[src/rtl/f_event_monitor.sv]
// Rising-edge event counter on a sampled function input, with a Req/Ack snapshot handshake.
// Define F_EVENT_MONITOR_SYNC_EN to insert a 2-flop synchronizer ahead of the sample flop.
module f_event_monitor (
    input  logic       Clock,
    input  logic       Reset_b,
    input  logic       F,
    input  logic       Clr,
    input  logic       Req,
    input  logic       Ack,
    output logic [7:0] Count,
    output logic       Valid,
    output logic       Overflow
);

    typedef enum logic {
        IDLE   = 1'b0,
        REPORT = 1'b1
    } state_t;

    state_t     state_reg;
    logic [7:0] run_reg;
    logic [7:0] count_reg;
    logic       valid_reg;
    logic       overflow_reg;
    logic       fs_reg;
    logic       fp_reg;
    logic       evt_reg;
    logic       f_in;
    logic       snap;

`ifdef F_EVENT_MONITOR_SYNC_EN
    logic [1:0] sync_reg;

    always_ff @(posedge Clock) begin
        if (!Reset_b) begin
            sync_reg <= 2'b00;
        end else begin
            sync_reg <= {sync_reg[0], F};
        end
    end

    assign f_in = sync_reg[1];
`else
    assign f_in = F;
`endif

    // Clr has priority, so a snapshot can only happen with Clr low.
    assign snap = (state_reg == IDLE) && Req && !Clr;

    always_ff @(posedge Clock) begin
        if (!Reset_b) begin
            state_reg    <= IDLE;
            valid_reg    <= 1'b0;
            count_reg    <= 8'h00;
            run_reg      <= 8'h00;
            overflow_reg <= 1'b0;
            fs_reg       <= 1'b0;
            fp_reg       <= 1'b0;
            evt_reg      <= 1'b0;
        end else begin
            fs_reg  <= f_in;
            fp_reg  <= fs_reg;
            // Registered edge flag: Run moves two edges after F is first sampled high.
            evt_reg <= fs_reg & ~fp_reg;

            if (Clr) begin
                run_reg      <= 8'h00;
                overflow_reg <= 1'b0;
            end else if (snap) begin
                count_reg <= run_reg;
                run_reg   <= {7'd0, evt_reg};
                if (!evt_reg) begin
                    overflow_reg <= 1'b0;
                end
            end else if (evt_reg) begin
                if (run_reg == 8'hFF) begin
                    overflow_reg <= 1'b1;
                end else begin
                    run_reg <= run_reg + 8'd1;
                end
            end

            if (!Clr) begin
                case (state_reg)
                    IDLE: begin
                        if (Req) begin
                            state_reg <= REPORT;
                            valid_reg <= 1'b1;
                        end
                    end
                    REPORT: begin
                        if (Ack) begin
                            state_reg <= IDLE;
                            valid_reg <= 1'b0;
                        end
                    end
                    default: begin
                        state_reg <= IDLE;
                        valid_reg <= 1'b0;
                    end
                endcase
            end
        end
    end

    assign Count    = count_reg;
    assign Valid    = valid_reg;
    assign Overflow = overflow_reg;

endmodule
[config.mk]
export PLATFORM = sky130hd
export DESIGN_NAME = f_event_monitor
export DESIGN_NICKNAME = d
export VERILOG_FILES = /design/src/rtl/f_event_monitor.sv
export SDC_FILE = /design/constraint.sdc
export NUM_CORES = 1
export LEC_CHECK = 0
export BUFFER_PORTS_ARGS = -buffer_cell sky130_fd_sc_hd__buf_2
export CORE_AREA = 2 2 51 53
export CTS_CLUSTER_SIZE = 30
export DETAILED_ROUTE_END_ITERATION = 8
export DIE_AREA = 0 0 53 55
export PLACE_DENSITY_LB_ADDON = 0.15
export SYNTH_ARGS = -nofsm -noshare
export SYNTH_HDL_FRONTEND = slang
export SYNTH_SLANG_ARGS = --single-unit
[constraint.sdc]
create_clock -name Clock -period 4 [get_ports Clock]
set_input_delay 0.8 -clock Clock [delete_from_list [all_inputs] [get_ports Clock]]
set_output_delay 0.8 -clock Clock [all_outputs]
set_load 0.05 [all_outputs]
==> impl_metrics.env, run 1 <==
export IMPL_rows=18
export IMPL_gp_congestion=0.779
export IMPL_r2r_slack_ns=2.46
export IMPL_relSlewSlack_pct=64.8
export IMPL_power_mw=0.351
export IMPL_rr_startpoint="run_reg[0]"
export IMPL_netlist_area_um2=995
export IMPL_wl_um=1840
export IMPL_wire_per_inst_um=12.1
export IMPL_cp_required_ns=3.20
export IMPL_critPathTopFamily="flip-flops"
export IMPL_grt_max_degree=15
export IMPL_core_um2=2360
export IMPL_period_share_pct=43.2
export IMPL_cts_buffers=3
export IMPL_synth_ff_type="dfxtp_1"
export IMPL_dpl_hpwl_um=1350
export IMPL_setup_tns_ns=0
export IMPL_power_density_nw_per_um2=322
export IMPL_reg2reg_depth=4
export IMPL_clock_latency_ns=0.31
export IMPL_antenna_found_initial=0
export IMPL_avgSynthCellArea_um2=8.96
export IMPL_drive_gt1_share_pct=17.2
export IMPL_cp_slowest_cell="dfxtp_1"
export IMPL_hold_viol=0
export IMPL_synthTopCellsByCount="22 x dfxtp_1, 20 x nand2_1, 9 x a21boi_0"
export IMPL_criticalPathCategory="flop to output pin"
export IMPL_nets=131
export IMPL_postSynthCellCount=111
export IMPL_path_cells="buf_2"
export IMPL_hp_start="fp_reg"
export IMPL_syn_nets=118
export IMPL_crit_arrival_ns=0.93
export IMPL_io_pin_count=16
export IMPL_layout_area_overhead_vs_synth_pct=9.69
export IMPL_synth_seq_cells=22
export IMPL_grt_pass1_vias=735
export IMPL_cp_start_kind="flop"
export IMPL_first_pass_iters=4
export IMPL_cts_resized=0
export IMPL_drtIter0Drc=9
export IMPL_slew_viol_final=0
export IMPL_htree_levels=1
export IMPL_synth_edf_count=0
export IMPL_power_leakage_nw=0.400
export IMPL_start_util_pct=42.1
export IMPL_die_area_um2=2920
export IMPL_min_delay_path_depth=1
export IMPL_synth_area_top_cells="dfxtp_1 44%, nand2_1 7.5%, a21boi_0 6.8%"
export IMPL_status="finished, final reports clean"
export IMPL_async_flop_share_pct=0
export IMPL_synth_top_area_cell="dfxtp_1"
export IMPL_path_buf_inv=1
export IMPL_min_to="evt_reg"
export IMPL_drv_cap=0
export IMPL_grtUsageTotal_pct=15.9
export IMPL_antenna_cells=0
export IMPL_final_antenna_net_count=0
export IMPL_clock_fmax_ghz=0.578
export IMPL_finClkSkew_ns=0.00920
export IMPL_crit_fanout=2
export IMPL_post_cts_buffers=0
export IMPL_cts_sinks=22
export IMPL_r2r_end="run_reg[4]"
export IMPL_clk_pin_slew_ns=0.12
export IMPL_clockRootBuffer="clkbuf_4"
export IMPL_viasPerCell=5.17
export IMPL_dr_total_vias=786
export IMPL_grt_pass1_wl_um=3310
export IMPL_endpoint_kind="output pin"
export IMPL_rsz0062_at_grt="no"
export IMPL_cts_tree="built"
export IMPL_drc_errors=0
export IMPL_setup_viol=0
export IMPL_hold_class="flop to flop"
export IMPL_yosys_cell_count_top_type="dfxtp_1"
export IMPL_peakVddDrop_uv=177
export IMPL_seq_area_frac_synth_pct=44.3
export IMPL_synth_top_area_share_pct=44.3
export IMPL_fin_crit_ns=1.73
export IMPL_die_h_um=55
export IMPL_port_buffers=15
export IMPL_ys_warn_count=0
export IMPL_die_w_um=53
export IMPL_grt_ovfl_total=0
export IMPL_worst_slew_pin_slew_ns=0.526
export IMPL_crit_path_max_incr_delay_ns=0.36
export IMPL_ys_types=32
export IMPL_cts_max_path_buffers=2
export IMPL_ctsHoldBuffers=0
layout make-up:
type	instances	area (µm²)
sequential	22	440
timing repair buffer	15	75.1
clock buffer	3	22.5
multi-input combinational	81	512
fill	249	1270
tap	30	37.5
inverter	1	3.75
per-layer routing:
layer	up-vias	GRT usage (%)	part of all wire, %
met4	0	11.5	2.9
li1	417	-	-
met1	356	20.8	49
met3	5	2.42	1.5
met2	8	24.0	46
met5	-	0	0
through the flow:
step           hold slack, ns  std cells  setup slack, ns  utilization, %  cell area, µm²
5_1_grt                 0.418        152             2.22            46.1            1090
3_5_place_dp            0.379        149             2.07            45.2            1070
2_1_floorplan           0.367        111             2.36               -             995
6_report                0.392        152             2.27            46.1            1090
4_1_cts                 0.396        152             2.25            46.1            1090
3_3_place_gp            0.372        149             2.08            45.2            1070
logic make-up (layout without fill, tap and decap cells):
group                    after synthesis  count (layout)  share of synthesized area (%)
buffers and inverters                  8              19                           4.28
flip-flops                            22              22                           44.3
AND/OR/NAND/NOR                       51              51                           28.3
adder cells (fa/ha/maj)                1               1                           1.26
multiplexers                           4               4                           4.03
AO/OA/AOI/OAI                         25              25                           17.9
how the worst max path moves through the flow:
stage,start,end,slack (ns),depth (start not counted)
after CTS,Count[3],Count[3],2.25,1
after floorplan,Clr,run_reg[0],2.36,4
after global placement,Clr,run_reg[0],2.08,4
after global routing,Count[3],Count[3],2.22,1
final,Count[3],Count[3],2.27,1
after detailed placement,Clr,Overflow,2.07,4
power breakdown:
| part | internal (mW) | switching [mW] | total (mW) |
|---|---|---|---|
| logic | 0.00970 | 0.0168 | 0.0265 |
| registers | 0.222 | 0.00314 | 0.226 |
| clock network | 0.0352 | 0.0641 | 0.0993 |
placed cells by master, fill, tap and decap left out, types with 2 or more instances in the layout:
master	instances
nand3_1	5
and2_1	2
buf_2	15
clkbuf_4	3
dfxtp_1	22
a21boi_0	9
mux2i_1	4
o21bai_1	2
nand4_1	4
nor2b_1	6
a31oi_1	4
nand2b_1	3
a21oi_1	5
nand2_1	20
nand3b_1	2
(Power assumes the default switching activity.)
==> run 2, diff against run 1 <==
Clock period 4 ns to 1.7 ns, I/O delays scaled along.
==> run 2 against run 1 <==
- clock skew fell by 0.0079 ns
- cell area rose by 3.3%
- combinational power rose to 2.5 times the previous value
- total power rose to 2.5 times the previous value
- sequential power rose by 130%
- cell count rose by 2.6%
- hold slack got worse by 0.16 ns
- wire length rose by 4.6%
- die area did not move
- critical path depth rose by 3
- non-clock buffer count rose by 3
- first-iteration DRC count rose by 120%
==> impl_metrics.env, run 2 (synthesis results as in run 1) <==
export IMPL_power_mw=0.885
export IMPL_peakVddDrop_uv=442
export IMPL_die_area_um2=2920
export IMPL_dr_total_vias=830
export IMPL_setup_viol=0
export IMPL_gp_congestion=0.804
export IMPL_htree_levels=1
export IMPL_rsz0062_at_grt="no"
export IMPL_crit_fanout=7
export IMPL_post_cts_buffers=0
export IMPL_fin_crit_ns=1.34
export IMPL_power_leakage_nw=0.423
export IMPL_path_cells="ha_1 > and3_1 > a211o_1 > a31oi_1"
export IMPL_antenna_found_initial=0
export IMPL_grt_pass1_wl_um=3220
export IMPL_final_common_cell="dfxtp_1"
export IMPL_clock_latency_ns=0.31
export IMPL_endpoint_kind="flop"
export IMPL_hold_class="input port to flop"
export IMPL_clk_pin_slew_ns=0.12
export IMPL_cp_slowest_cell="dfxtp_1"
export IMPL_grt_ovfl_total=0
export IMPL_place_area_um2=1090
export IMPL_first_pass_iters=5
export IMPL_die_h_um=55
export IMPL_final_cell_mix="22 x dfxtp_1, 20 x nand2_1, 15 x buf_2, 9 x a21boi_0, 6 x nor2b_1"
export IMPL_clockRootBuffer="clkbuf_4"
export IMPL_cts_resized=0
export IMPL_final_cell_count_no_fill=156
export IMPL_drive_gt1_share_pct=19.8
export IMPL_grt_pass1_vias=731
export IMPL_hold_viol=0
export IMPL_nets=134
export IMPL_cts_buffers=3
export IMPL_port_buffers=15
export IMPL_cts_max_path_buffers=2
export IMPL_antenna_cells=0
export IMPL_drc_errors=0
export IMPL_wire_per_inst_um=12.3
export IMPL_cts_tree="built"
export IMPL_drtIter0Drc=20
export IMPL_start_util_pct=42.1
export IMPL_worst_slew_pin_slew_ns=0.400
export IMPL_finClkSkew_ns=0.00133
export IMPL_drv_cap=0
export IMPL_dpl_hpwl_um=1430
export IMPL_power_density_nw_per_um2=785
export IMPL_cts_sinks=22
export IMPL_crit_arrival_ns=1.59
export IMPL_final_antenna_net_count=0
export IMPL_setup_tns_ns=0
export IMPL_period_share_pct=78.8
export IMPL_slew_viol_final=0
export IMPL_rows=18
export IMPL_io_pin_count=16
export IMPL_grt_max_degree=15
export IMPL_wl_um=1930
export IMPL_status="finished, final reports clean"
export IMPL_core_um2=2360
export IMPL_criticalPathCategory="flop to flop"
export IMPL_ctsHoldBuffers=0
export IMPL_final_area_um2=1130
export IMPL_crit_path_max_incr_delay_ns=0.39
export IMPL_cp_required_ns=1.95
export IMPL_die_w_um=53
export IMPL_cp_start_kind="flop"
export IMPL_viasPerCell=5.32
export IMPL_placedCellCount=152
export IMPL_layout_area_overhead_vs_synth_pct=13.3
export IMPL_critPathTopFamily="compound AO/OA/AOI/OAI gates"
export IMPL_path_buf_inv=0
export IMPL_grtUsageTotal_pct=15.6
export IMPL_clock_fmax_ghz=0.747
export IMPL_relSlewSlack_pct=73.3
==> run 2: changes by cell type in the layout (fill, tap and decap cells not counted) <==
cell      change
buf_4         +3
clkbuf_8      +1
==> run 2: through the flow <==
step                setup WS (ns)  utilization, %  hold WS, ns
floorplan                   0.353               -        0.367
global placement            0.286            46.1        0.376
detailed placement          0.256            46.1        0.385
CTS                         0.355            47.7        0.219
global route                0.264            47.7        0.205
finish                      0.361            47.7        0.228
==> run 2: worst reg2reg max path, stage by stage (launching register included) <==
cell	delay, ns
dfxtp_1	0.39
ha_1	0.25
and3_1	0.23
a211o_1	0.30
a31oi_1	0.12
==> run 2: report_power, final <==
part	leakage [nW]	switching [mW]	internal, mW	total (mW)
Combinational	0.224	0.0410	0.0260	0.0671
Sequential	0.178	0.00742	0.523	0.531
Clock	0.0210	0.156	0.131	0.287
Total	0.423	0.204	0.680	0.885
==> run 2: path summary, 6_finish.rpt <==
path / slack, ns / to / cells past startpoint / start
worst min register to register: 0.39 / evt_reg / 1 / fp_reg
worst min-delay path: 0.23 / fs_reg / 2 / F
worst max-delay path: 0.36 / run_reg[0] / 4 / run_reg[0]
worst max register to register: 0.36 / run_reg[0] / 4 / run_reg[0]
==> run 2: final cells by class <==
class                           instances  area (µm²)
Inverter                                1        3.75
Fill cell                             239        1240
Clock buffer                            4        36.3
Tap cell                               30        37.5
Sequential cell                        22         440
Timing Repair Buffer                   18        97.6
Multi-Input combinational cell         81         512
==> run 2: metal layers <==
layer  part of all wire (%)  wire length, µm  global-route usage [%]
met4                    2.5               48                    10.3
met5                      0                0                       0
met2                     47              899                    25.2
met1                     48              923                    19.4
met3                    2.9               55                    2.42
==> run 3, diff against run 2 <==
Clock period 1.7 ns to 1.4 ns, I/O delays scaled along.
==> run 3 against run 2 <==
- hold slack got worse by 0.032 ns
- highest routed layer unchanged
- clock power barely moved
- clock-buffer cell count shrank 1
- critical path depth stayed put
- sequential share of layout area shrank 1.3 points
- die area unchanged
- global-route usage grew 0.15 points
- clock skew grew 0.0075 ns
==> impl_metrics.env, run 3 (synthesis results as in run 1) <==
export IMPL_period_share_pct=95.1
export IMPL_htree_levels=1
export IMPL_cts_tree="built"
export IMPL_drive_gt1_share_pct=24.4
export IMPL_antenna_cells=0
export IMPL_setup_tns_ns=0
export IMPL_grt_pass1_vias=746
export IMPL_die_w_um=53
export IMPL_setup_ws_ns=0.0683
export IMPL_endpoint_kind="flop"
export IMPL_rows=18
export IMPL_reg2reg_depth=4
export IMPL_final_common_cell="dfxtp_1"
export IMPL_clk_pin_slew_ns=0.11
export IMPL_peakVddDrop_uv=579
export IMPL_endpoint="run_reg[0]"
export IMPL_criticalPathCategory="flop to flop"
export IMPL_cts_sinks=22
export IMPL_worst_slew_pin_slew_ns=0.336
export IMPL_post_cts_buffers=0
export IMPL_cts_resized=0
export IMPL_viasPerCell=5.26
export IMPL_finClkSkew_ns=0.00879
export IMPL_grt_pass1_wl_um=3310
export IMPL_cp_start_kind="flop"
export IMPL_clock_latency_ns=0.31
export IMPL_drc_errors=0
export IMPL_layout_area_overhead_vs_synth_pct=17.4
export IMPL_clock_fmax_ghz=0.751
export IMPL_grt_max_degree=14
export IMPL_final_antenna_net_count=0
export IMPL_io_pin_count=16
export IMPL_core_um2=2360
export IMPL_status="finished, final reports clean"
export IMPL_die_h_um=55
export IMPL_cts_max_path_buffers=2
export IMPL_holdWs_ns=0.196
export IMPL_nets=140
export IMPL_pre_cts_slack_ns=0.0383
export IMPL_dr_total_vias=847
export IMPL_hold_viol=0
export IMPL_p_seq_share_pct=62.9
export IMPL_drtIter0Drc=14
export IMPL_drv_cap=0
export IMPL_fin_crit_ns=1.33
export IMPL_wire_per_inst_um=12.3
export IMPL_final_cell_mix="22 x dfxtp_1, 20 x nand2_1, 15 x buf_2, 9 x a21boi_0, 9 x buf_4"
export IMPL_start_util_pct=42.1
export IMPL_first_pass_iters=4
export IMPL_relSlewSlack_pct=77.6
export IMPL_power_switching_mw=0.244
export IMPL_r2r_slack_ns=0.07
export IMPL_rr_startpoint="run_reg[0]"
export IMPL_crit_arrival_ns=1.57
export IMPL_cp_required_ns=1.64
export IMPL_die_area_um2=2920
export IMPL_power_leakage_nw=0.447
export IMPL_cts_buffers=3
export IMPL_gp_congestion=0.747
export IMPL_crit_start="run_reg[0]"
export IMPL_wl_um=1980
export IMPL_clockRootBuffer="clkbuf_4"
export IMPL_share_clk_of_total_power_pct=27.8
export IMPL_dpl_hpwl_um=1480
export IMPL_grtUsageTotal_pct=15.7
export IMPL_grt_ovfl_total=0
export IMPL_combPwrFrac_pct=9.3
export IMPL_setup_viol=0
export IMPL_power_density_nw_per_um2=876
export IMPL_antenna_found_initial=0
export IMPL_hold_class="input port to flop"
export IMPL_slew_viol_final=0
export IMPL_port_buffers=15
export IMPL_ctsHoldBuffers=0
export IMPL_crit_fanout=5
export IMPL_switching_share_pct=23.9
export IMPL_power_mw=1.02
export IMPL_p_int_mw=0.778
export IMPL_utilization_pct=49.4
export IMPL_r2r_end="run_reg[0]"
run 3: per-layer routing:
layer	routed length (µm)	vias to the layer above	global-route usage, %
met5	0	-	0
met1	952	390	20.6
met2	934	19	25.4
li1	-	436	-
met3	67	2	2.42
met4	26	0	7.69
run 3: worst min path at each step:
stage                start       to  cells past startpoint
global placement    fp_reg  evt_reg                      1
detailed placement  fp_reg  evt_reg                      1
global route             F   fs_reg                      2
finish                   F   fs_reg                      2
CTS                      F   fs_reg                      2
floorplan           fp_reg  evt_reg                      1
run 3: critical path, cell delays in order (launching register included):
cell     delay, ns
dfxtp_1       0.34
ha_1          0.26
and3_1        0.24
a211o_1       0.30
a31oi_1       0.13
run 3: power groups by stage:
stage          clock (mW)  combinational, mW  sequential (mW)
6_report            0.284             0.0949            0.643
5_1_grt             0.318              0.105            0.644
4_1_cts             0.291             0.0943            0.643
3_5_place_dp            0             0.0942            0.657
3_3_place_gp            0             0.0926            0.656
2_1_floorplan           0             0.0475            0.667
run 3: layout make-up:
cell class	count	area, µm²
repair buffers	24	143
multi-input cells	81	520
clock buffers	3	22.5
inverters	1	3.75
well taps	30	37.5
fillers	253	1200
flip-flops and latches	22	440
run 3: stage by stage:
| step | instances | instance area [µm²] |
|---|---|---|
| after floorplan | 111 | 995 |
| after global placement | 158 | 1140 |
| after detailed placement | 158 | 1140 |
| after CTS | 161 | 1160 |
| after global routing | 161 | 1170 |
| final | 161 | 1170 |
